## src/rtl/rf_write_scheduler.sv

```systemverilog
// Write-port scheduler for the register file: after reset or init_req it clears R0..R(NREG-1),
// then shares we3/a3/wd3 round-robin between ALU (req0) and load (req1) writeback.
//
// state | meaning
// INIT  | clearing R[idx] to zero, one register per cycle; requesters stalled
// RUN   | arbitrating requesters, one accepted write per cycle
module rf_write_scheduler #(
    parameter int N    = 4,
    parameter int M    = 32,
    parameter int NREG = 15
) (
    input  logic         clk,
    input  logic         reset,
    input  logic         init_req,
    input  logic         req0_valid,
    input  logic [N-1:0] req0_addr,
    input  logic [M-1:0] req0_data,
    output logic         req0_ready,
    input  logic         req1_valid,
    input  logic [N-1:0] req1_addr,
    input  logic [M-1:0] req1_data,
    output logic         req1_ready,
    output logic         we3,
    output logic [N-1:0] a3,
    output logic [M-1:0] wd3,
    output logic         busy,
    output logic         err_r15,
    output logic [15:0]  wr_count
);

    typedef enum logic {INIT, RUN} state_t;

    localparam logic [N-1:0] IDX_LAST = N'(NREG - 1);
    localparam logic [N-1:0] IDX_ONE  = N'(1);
    localparam logic [N-1:0] PC_ADDR  = N'(15);

    state_t         state, state_next;
    logic [N-1:0]   idx, idx_next;
    logic           rr_last;
    logic           accept;
    logic           grant_sel;
    logic [N-1:0]   gnt_addr;
    logic [M-1:0]   gnt_data;
    logic           hit_r15;

    always_comb begin
        state_next = state;
        idx_next   = idx;
        accept     = 1'b0;
        grant_sel  = 1'b0;
        case (state)
            INIT: begin
                if (idx == IDX_LAST) begin
                    state_next = RUN;
                    idx_next   = '0;
                end else begin
                    idx_next = idx + IDX_ONE;
                end
            end
            RUN: begin
                if (init_req) begin
                    state_next = INIT;
                    idx_next   = '0;
                end else if (req0_valid && req1_valid) begin
                    // rr_last==1 means req1 was served last, so req0 wins the tie
                    grant_sel = ~rr_last;
                    accept    = 1'b1;
                end else if (req0_valid) begin
                    accept = 1'b1;
                end else if (req1_valid) begin
                    grant_sel = 1'b1;
                    accept    = 1'b1;
                end
            end
            default: state_next = INIT;
        endcase
        req0_ready = accept & ~grant_sel;
        req1_ready = accept & grant_sel;
        gnt_addr   = grant_sel ? req1_addr : req0_addr;
        gnt_data   = grant_sel ? req1_data : req0_data;
        hit_r15    = (gnt_addr == PC_ADDR);
    end

    always_ff @(posedge clk) begin
        if (!reset) begin
            state    <= INIT;
            idx      <= '0;
            rr_last  <= 1'b1;
            we3      <= 1'b0;
            a3       <= '0;
            wd3      <= '0;
            err_r15  <= 1'b0;
            wr_count <= '0;
        end else begin
            state   <= state_next;
            idx     <= idx_next;
            we3     <= 1'b0;
            err_r15 <= 1'b0;
            if (state == INIT) begin
                we3 <= 1'b1;
                a3  <= idx;
                wd3 <= '0;
            end else if (accept) begin
                rr_last <= grant_sel;
                // R15 is the PC and is never written through this port
                if (hit_r15) begin
                    err_r15 <= 1'b1;
                end else begin
                    we3 <= 1'b1;
                    a3  <= gnt_addr;
                    wd3 <= gnt_data;
                    if (wr_count != 16'hFFFF) wr_count <= wr_count + 16'd1;
                end
            end
        end
    end

    assign busy = (state == INIT);

endmodule

```

## config.mk

```make
export PLATFORM = sky130hd
export DESIGN_NAME = rf_write_scheduler
export DESIGN_NICKNAME = d
export VERILOG_FILES = /design/src/rtl/rf_write_scheduler.sv
export SDC_FILE = /design/constraint.sdc
export NUM_CORES = 1
export LEC_CHECK = 0
export BUFFER_PORTS_ARGS = -buffer_cell sky130_fd_sc_hd__buf_4
export CAP_MARGIN = 20
export CORE_ASPECT_RATIO = 0.7
export CORE_MARGIN = 1
export CORE_UTILIZATION = 25
export CTS_BUF_LIST = sky130_fd_sc_hd__clkbuf_8
export CTS_CLUSTER_SIZE = 10
export DETAILED_ROUTE_END_ITERATION = 8
export PLACE_DENSITY_LB_ADDON = 0.1
export SYNTH_ARGS = -nofsm -noshare
export SYNTH_HDL_FRONTEND = slang
export SYNTH_SLANG_ARGS = --single-unit
```

## constraint.sdc

```tcl
create_clock -name clk -period 5.6 [get_ports clk]
set_input_delay 1.12 -clock clk [delete_from_list [all_inputs] [get_ports clk]]
set_output_delay 1.12 -clock clk [all_outputs]
set_load 0.01 [all_outputs]
```

**Yosys cells after proc, flatten, opt, wreduce, memory -nomap -nowiden**

Index checks and enable logic that the tools add are counted.

- Add/sub/neg operators: 2
- Equal/unequal tests: 6
- Muxes and demuxes: 24
- Bitwise operators: 6
- Reductions and logical operators: 7

Operators by type and width:

| operator | number |
|---|---|
| two-way mux 32 bit | 1 |
| two-way mux 4 bit | 6 |
| adder 16 x 1 -> 16 bit (second input constant) | 1 |
| != test 16 bit (second input constant) | 1 |
| two-way mux 1 bit | 15 |
| == test 4 bit (second input constant) | 2 |
| case mux 4 bit (2 select lines) | 1 |
| AND reduction 2 bit | 4 |
| adder 4 x 1 -> 4 bit (second input constant) | 1 |
| != test 2 bit (second input constant) | 2 |
| inverter 1 bit | 4 |
| AND reduction 4 bit | 1 |
| AND reduction 3 bit | 1 |
| bitwise AND 1 bit | 2 |
| != test 2 x 1 -> 1 bit (second input constant) | 1 |
| case mux 1 bit (2 select lines) | 1 |
| logical AND 1 bit | 1 |

- Bits in registers: 60
- Input port bits: 77
- Output and inout bits: 57

**Logic depth before layout (Yosys ltp)**

Gate-level depths: netlist of the first run.

- Depth in word-level cells: 10
- Gate-level depth with buffers: 8

**Worst setup path after synthesis of the first run**

OpenSTA, ideal clock, no wires.

- Path kind: input -> output
- Start: input port init_req
- End: output port req1_ready
- Arrival time: 1,805 ps
- Required time: 4,480 ps
- Slack: 2,675 ps
- Cell stages on the path: 4
- Path through: and2b_1 > nand2_1 > inv_2 > buf_2

- Longest elaborated chain between the ends: 3

RTL lines:

| item | RTL line | RTL |
|---|---|---|
| start: declaration | 14 | `input logic init_req,` |
| two-way mux 1 bit | 61 | `if (init_req) begin` |
| two-way mux 1 bit | 51 | `case (state)` |
| bitwise AND 1 bit * | 78 | `req1_ready = accept & grant_sel;` |
| end: declaration | 22 | `output logic req1_ready,` |

Mark *: on every way between the ends. The rest lies on a longest branch, timed or not.

**Worst setup path after layout of the first run**

Ends and elaborated chain as after synthesis.

==> impl_metrics.ini, run 1 <==
[sta]
finalSetupViolations = 0
timing.final.ws_setup_ns = 2.101
fin_crit_ns = 3.499
rsz0062_at_grt = no
tightest_slew_ns = 0.7676
finalSetupTns_ns = 0
period_share_pct = 62.48
hold_viol = 0
finalClockSkew_ns = 0.005720
finalMaxSlewViolations = 0
fmax_ghz = 0.2858
max_slew_margin_pct = 48.83

[setup_path]
crit_type = input pin to output port
critPathMaxFanout = 33
start_kind = input pin
crit_path_end_kind = output port
cp_data_required_time_ns = 4.48
arrival_ns = 2.38

[die]
dieArea_sq_um = 11700
num_io_pins = 134
die-width_um = 128.8
rows = 32
die_h_um = 90.79
initial_utilization_pct = 25.66
coreArea_sq_um = 10970

[placement]
port_buffers = 133
dp_slack_ns = 2.081
placed_cell_area_sq_um = 3928
dpl.cell_count = 618
gp_congestion = 0.7643
dp_hpwl_mm = 6.209

[synthesis]
syn_inst = 352
synth_top_area_share_pct = 42.67
postSynth.asyncResetShare_pct = 0
ys_ff_latch = 60
syn_nets = 432
synth-edff-count = 0
yosys-top-cells-count = nand2_1, dfxtp_1, nor2_1
yosysWarnings = 0
synth.most_common_cell = nand2_1
yosysTopAreaCell = dfxtp_1
ys.flop_type = dfxtp_1
synth.yosys.seq_area_share_pct = 42.67
ys_types = 46
syn_area_per_cell_sq_um = 7.998
synth_area_leaders = dfxtp_1, nand2_1, a311oi_1
syn-cell-area_sq_um = 2815

[routing]
ant_nets = 0
remaining_drc_errors = 0
drt_first_pass_iters = 4
first_iter_violations = 130
totalWireLength_mm = 8.971
wl_per_cell_um = 14.15
vias = 2983
vias_per_cell = 4.705

[clock_tree]
post_cts_buffers = 0
cts_tree = yes
path_clk_slew_ns = 0.07
htreeDepth = 3
clock_latency_ns = 0.34
hold_buffers = 0
clockBufferDepth = 2
cts_sinks = 60
post_cts_resized = 0
root_buffer = clkbuf_8
cts-buffers-inserted = 9

[global_routing]
grt_overflow = 0
antenna_found_initial = 0
grt_max_degree = 65
grt_pass1_wl_mm = 14.02
track_usage_pct = 15.62
grt_pass1_vias = 2638

[cells_and_area]
post_route_cells_drive_above_1_share_pct = 33.47
final_util_pct = 37.64
nets = 556
final_cells = 634
area_growth_pct = 46.67
design_area_sq_um = 4129
fillCellCount = 1183
diodes = 0

[power]
p_sw_mw = 0.2033
p_leak_nw = 1.744
power_frac_comb_pct = 7.5
seqPwrFrac_pct = 48.0
p_int_mw = 0.6998
clockPowerShare_pct = 44.5
switching_share_pct = 22.51
vdd.ir_drop.worst_v = 0.0001403
power_density_nw_per_um2 = 218.7

[outcome]
status = finished, final reports clean

[min_path]
holdCritPathClass = flop to flop

[run]
max_cap_violations = 0
[layer usage]
| layer | vias up | wire length (um) | track usage (%) |
|---|---|---|---|
| met5 | - | 0 | 0 |
| met4 | 0 | 86 | 4.706 |
| met3 | 7 | 543 | 4.621 |
| met2 | 91 | 3771 | 22.03 |
| met1 | 1374 | 4570 | 22.47 |
| li1 | 1511 | - | - |
[final timing paths]
kind | endpoint | from | slack, ns | cells past startpoint
setup / recovery | req1_ready | init_req | 2.10 | 5
hold / removal | a3[2]$_SDFFE_PN0P_ | a3[2]$_SDFFE_PN0P_ | 0.47 | 2
setup reg to reg | wr_count[9]$_SDFFE_PN0P_ | state$_SDFF_PN0_ | 3.22 | 4
hold reg to reg | a3[2]$_SDFFE_PN0P_ | a3[2]$_SDFFE_PN0P_ | 0.47 | 2
[metrics by stage]
step	total power, mW	hold slack, ns
after floorplan	0.4606	0.4463
after global placement	0.5108	0.4569
after detailed placement	0.5111	0.4563
after CTS	0.9219	0.4710
after global routing	0.9443	0.4830
final	0.9032	0.4655
[area by class of cell]
cell class / instances / area, sq um / share of cell area, %
Sequential cell: 60 / 1201 / 29.09
Multi-Input combinational cell: 255 / 1461 / 35.39
Clock inverter: 5 / 50.05 / 1.212
Timing Repair Buffer: 136 / 1021 / 24.73
Inverter: 14 / 52.55 / 1.273
Clock buffer: 11 / 151.4 / 3.667
Tap cell: 153 / 191.4 / 4.636
[logic make-up (layout without fill, tap and decap cells)]
logic type,after synthesis,in the layout,share of synthesized area (%)
AND/OR/NAND/NOR,169,169,26.62
AO/OA/AOI/OAI,75,75,20.98
flip-flops,60,60,42.67
buffers and inverters,37,166,5.689
multiplexers,5,5,1.778
adder cells (fa/ha/maj),3,3,1.333
XOR/XNOR,3,3,0.9335
[power groups by stage]
stage / Clock, mW / Sequential (mW) / Combinational, mW
2_1_floorplan: 0 / 0.443 / 0.0179
3_3_place_gp: 0 / 0.443 / 0.0679
3_5_place_dp: 0 / 0.443 / 0.0683
4_1_cts: 0.420 / 0.433 / 0.0684
5_1_grt: 0.436 / 0.433 / 0.0745
6_report: 0.402 / 0.433 / 0.0677
[placed cells by master, fill, tap and decap left out, types with 2 or more instances in the layout]
cell type and n:
a21oi_1 9, a311o_1 4, a311oi_1 32, and3_1 2, buf_4 136, clkbuf_8 11, clkinv_2 4, dfxtp_1 60
ha_1 3, inv_1 13, mux2i_1 5, nand2_1 85, nand2b_1 2, nand3_1 7, nand4_1 4, nor2_1 46
nor3b_1 2, nor4_1 2, o211ai_1 4, o21ai_0 7, o21bai_1 2, o311ai_0 2, o31ai_1 6, o41ai_1 2
or4_1 7, xnor2_1 2
[registers in the layout, summed over array words and instances, names as in the netlist]
signal	flops
idx	4
state	1
rr_last	1
err_r15	1
we3	1
a3	4
wr_count	16
wd3	32
[critical path, stage by stage]
cell     delay, ns
buf_4         0.12
and2b_1       0.28
nand2_1       0.11
inv_2         0.50
buf_4         0.24
No activity file was read; power rests on OpenSTA's default activity.
==> run 2: changes to the inputs <==
- clock period: 5.6 -> 3 ns (I/O delays scaled with it)
==> impl_metrics.ini, run 2 (synthesis results as in run 1) <==
[outcome]
status = finished, final reports clean

[routing]
ant_nets = 0
wl_per_cell_um = 14.46
totalWireLength_mm = 9.184
first_iter_violations = 124
drt_first_pass_iters = 4
vias_per_cell = 4.606
remaining_drc_errors = 0
vias = 2925

[clock_tree]
cts_sinks = 60
cts_tree = yes
root_buffer = clkbuf_8
htreeDepth = 3
post_cts_buffers = 0
clockBufferDepth = 2
hold_buffers = 0
path_clk_slew_ns = 0.07
cts-buffers-inserted = 9
clock_latency_ns = 0.34
post_cts_resized = 0

[setup_path]
start_kind = flop
r2r-start = state$_SDFF_PN0_
crit_path_end_kind = output port
crit_type = flop to output port
cp_data_required_time_ns = 2.40
critPathLaunch = state$_SDFF_PN0_
critPathMaxFanout = 16
cpMaxStageDelayCell = dfxtp_1
slowest_delay_ns = 0.62
arrival_ns = 1.86
crit_path_cell_trace = and2b_1, nand2_1, inv_2, buf_4

[cells_and_area]
top_regs = wd3: 32 flops, wr_count: 16 flops
top_register = wd3
nets = 557
seqCellArea_sq_um = 1201
area_growth_pct = 48.13
diodes = 0
fillCellCount = 1181
design_area_sq_um = 4170
largest_register_ffs = 32
post_route_cells_drive_above_1_share_pct = 33.61
mostFrequentLayoutCells = buf_4, nand2_1, dfxtp_1, nor2_1, a311oi_1
multi_input_area_sq_um = 1461
final_cells = 635
final_common_cell = buf_4
final_util_pct = 38.01

[global_routing]
track_usage_pct = 15.51
grt_max_degree = 46
antenna_found_initial = 0
grt_pass1_vias = 2514
grt_overflow = 0
grt_pass1_wl_mm = 13.86

[sta]
period_share_pct = 82.01
finalSetupTns_ns = 0
timing.final.ws_setup_ns = 0.5397
finalClockSkew_ns = 0.005797
max_slew_margin_pct = 50.01
finalSetupViolations = 0
fmax_ghz = 0.4064
hold_viol = 0
fin_crit_ns = 2.460
finalMaxSlewViolations = 0
hold_slack_ns = 0.4671
rsz0062_at_grt = no
tightest_slew_ns = 0.7499

[die]
die_h_um = 90.79
dieArea_sq_um = 11700
die-width_um = 128.8
num_io_pins = 134
coreArea_sq_um = 10970
initial_utilization_pct = 25.66
rows = 32

[placement]
dp_slack_ns = 0.5711
port_buffers = 133
dpl.cell_count = 619
placed_cell_area_sq_um = 3935
dp_hpwl_mm = 6.606
gp_congestion = 0.7097

[power]
vdd.ir_drop.worst_v = 0.0002406
p_leak_nw = 1.763
power_density_nw_per_um2 = 431.8
p_total_mw = 1.801

[run]
max_cap_violations = 0

[min_path]
hold_start = a3[0]$_SDFFE_PN0P_
holdCritPathClass = flop to flop
run 2: worst paths after layout:
path | slack, ns | cells past startpoint | end
hold / removal | 0.47 | 2 | a3[0]$_SDFFE_PN0P_
setup / recovery | 0.54 | 4 | req1_ready
setup reg to reg | 0.69 | 4 | wr_count[9]$_SDFFE_PN0P_
hold reg to reg | 0.47 | 2 | a3[0]$_SDFFE_PN0P_
run 2: per-layer routing:
layer  wire length, um  share of wire (%)  track usage [%]  vias up
met3               599                6.5            4.858       10
met2              3833                 42            21.08       86
met1              4653                 51            22.66     1321
met5                 0                  0                0        -
li1                  -                  -                -     1508
met4                97                1.1            5.000        0
run 2: worst max-delay path: cells and delay by family, from the launching register on:
family | cells | cell delay [ns]
flip-flops | 1 | 0.62
buffers and inverters | 2 | 0.38
AND/OR/NAND/NOR | 2 | 0.52
run 2: layout make-up:
class / count / area share, %
multi-input combinational: 255 / 35.04
clock inverter: 4 / 1.680
inverter: 14 / 1.260
timing repair buffer: 137 / 24.66
tap: 153 / 4.590
sequential: 60 / 28.80
clock buffer: 12 / 3.960
run 2: power by group:
group / internal (mW) / total [mW] / switching [mW]
Sequential: 0.802 / 0.809 / 0.00633
Combinational: 0.0811 / 0.127 / 0.0461
Clock: 0.533 / 0.865 / 0.332
Total: 1.42 / 1.80 / 0.384
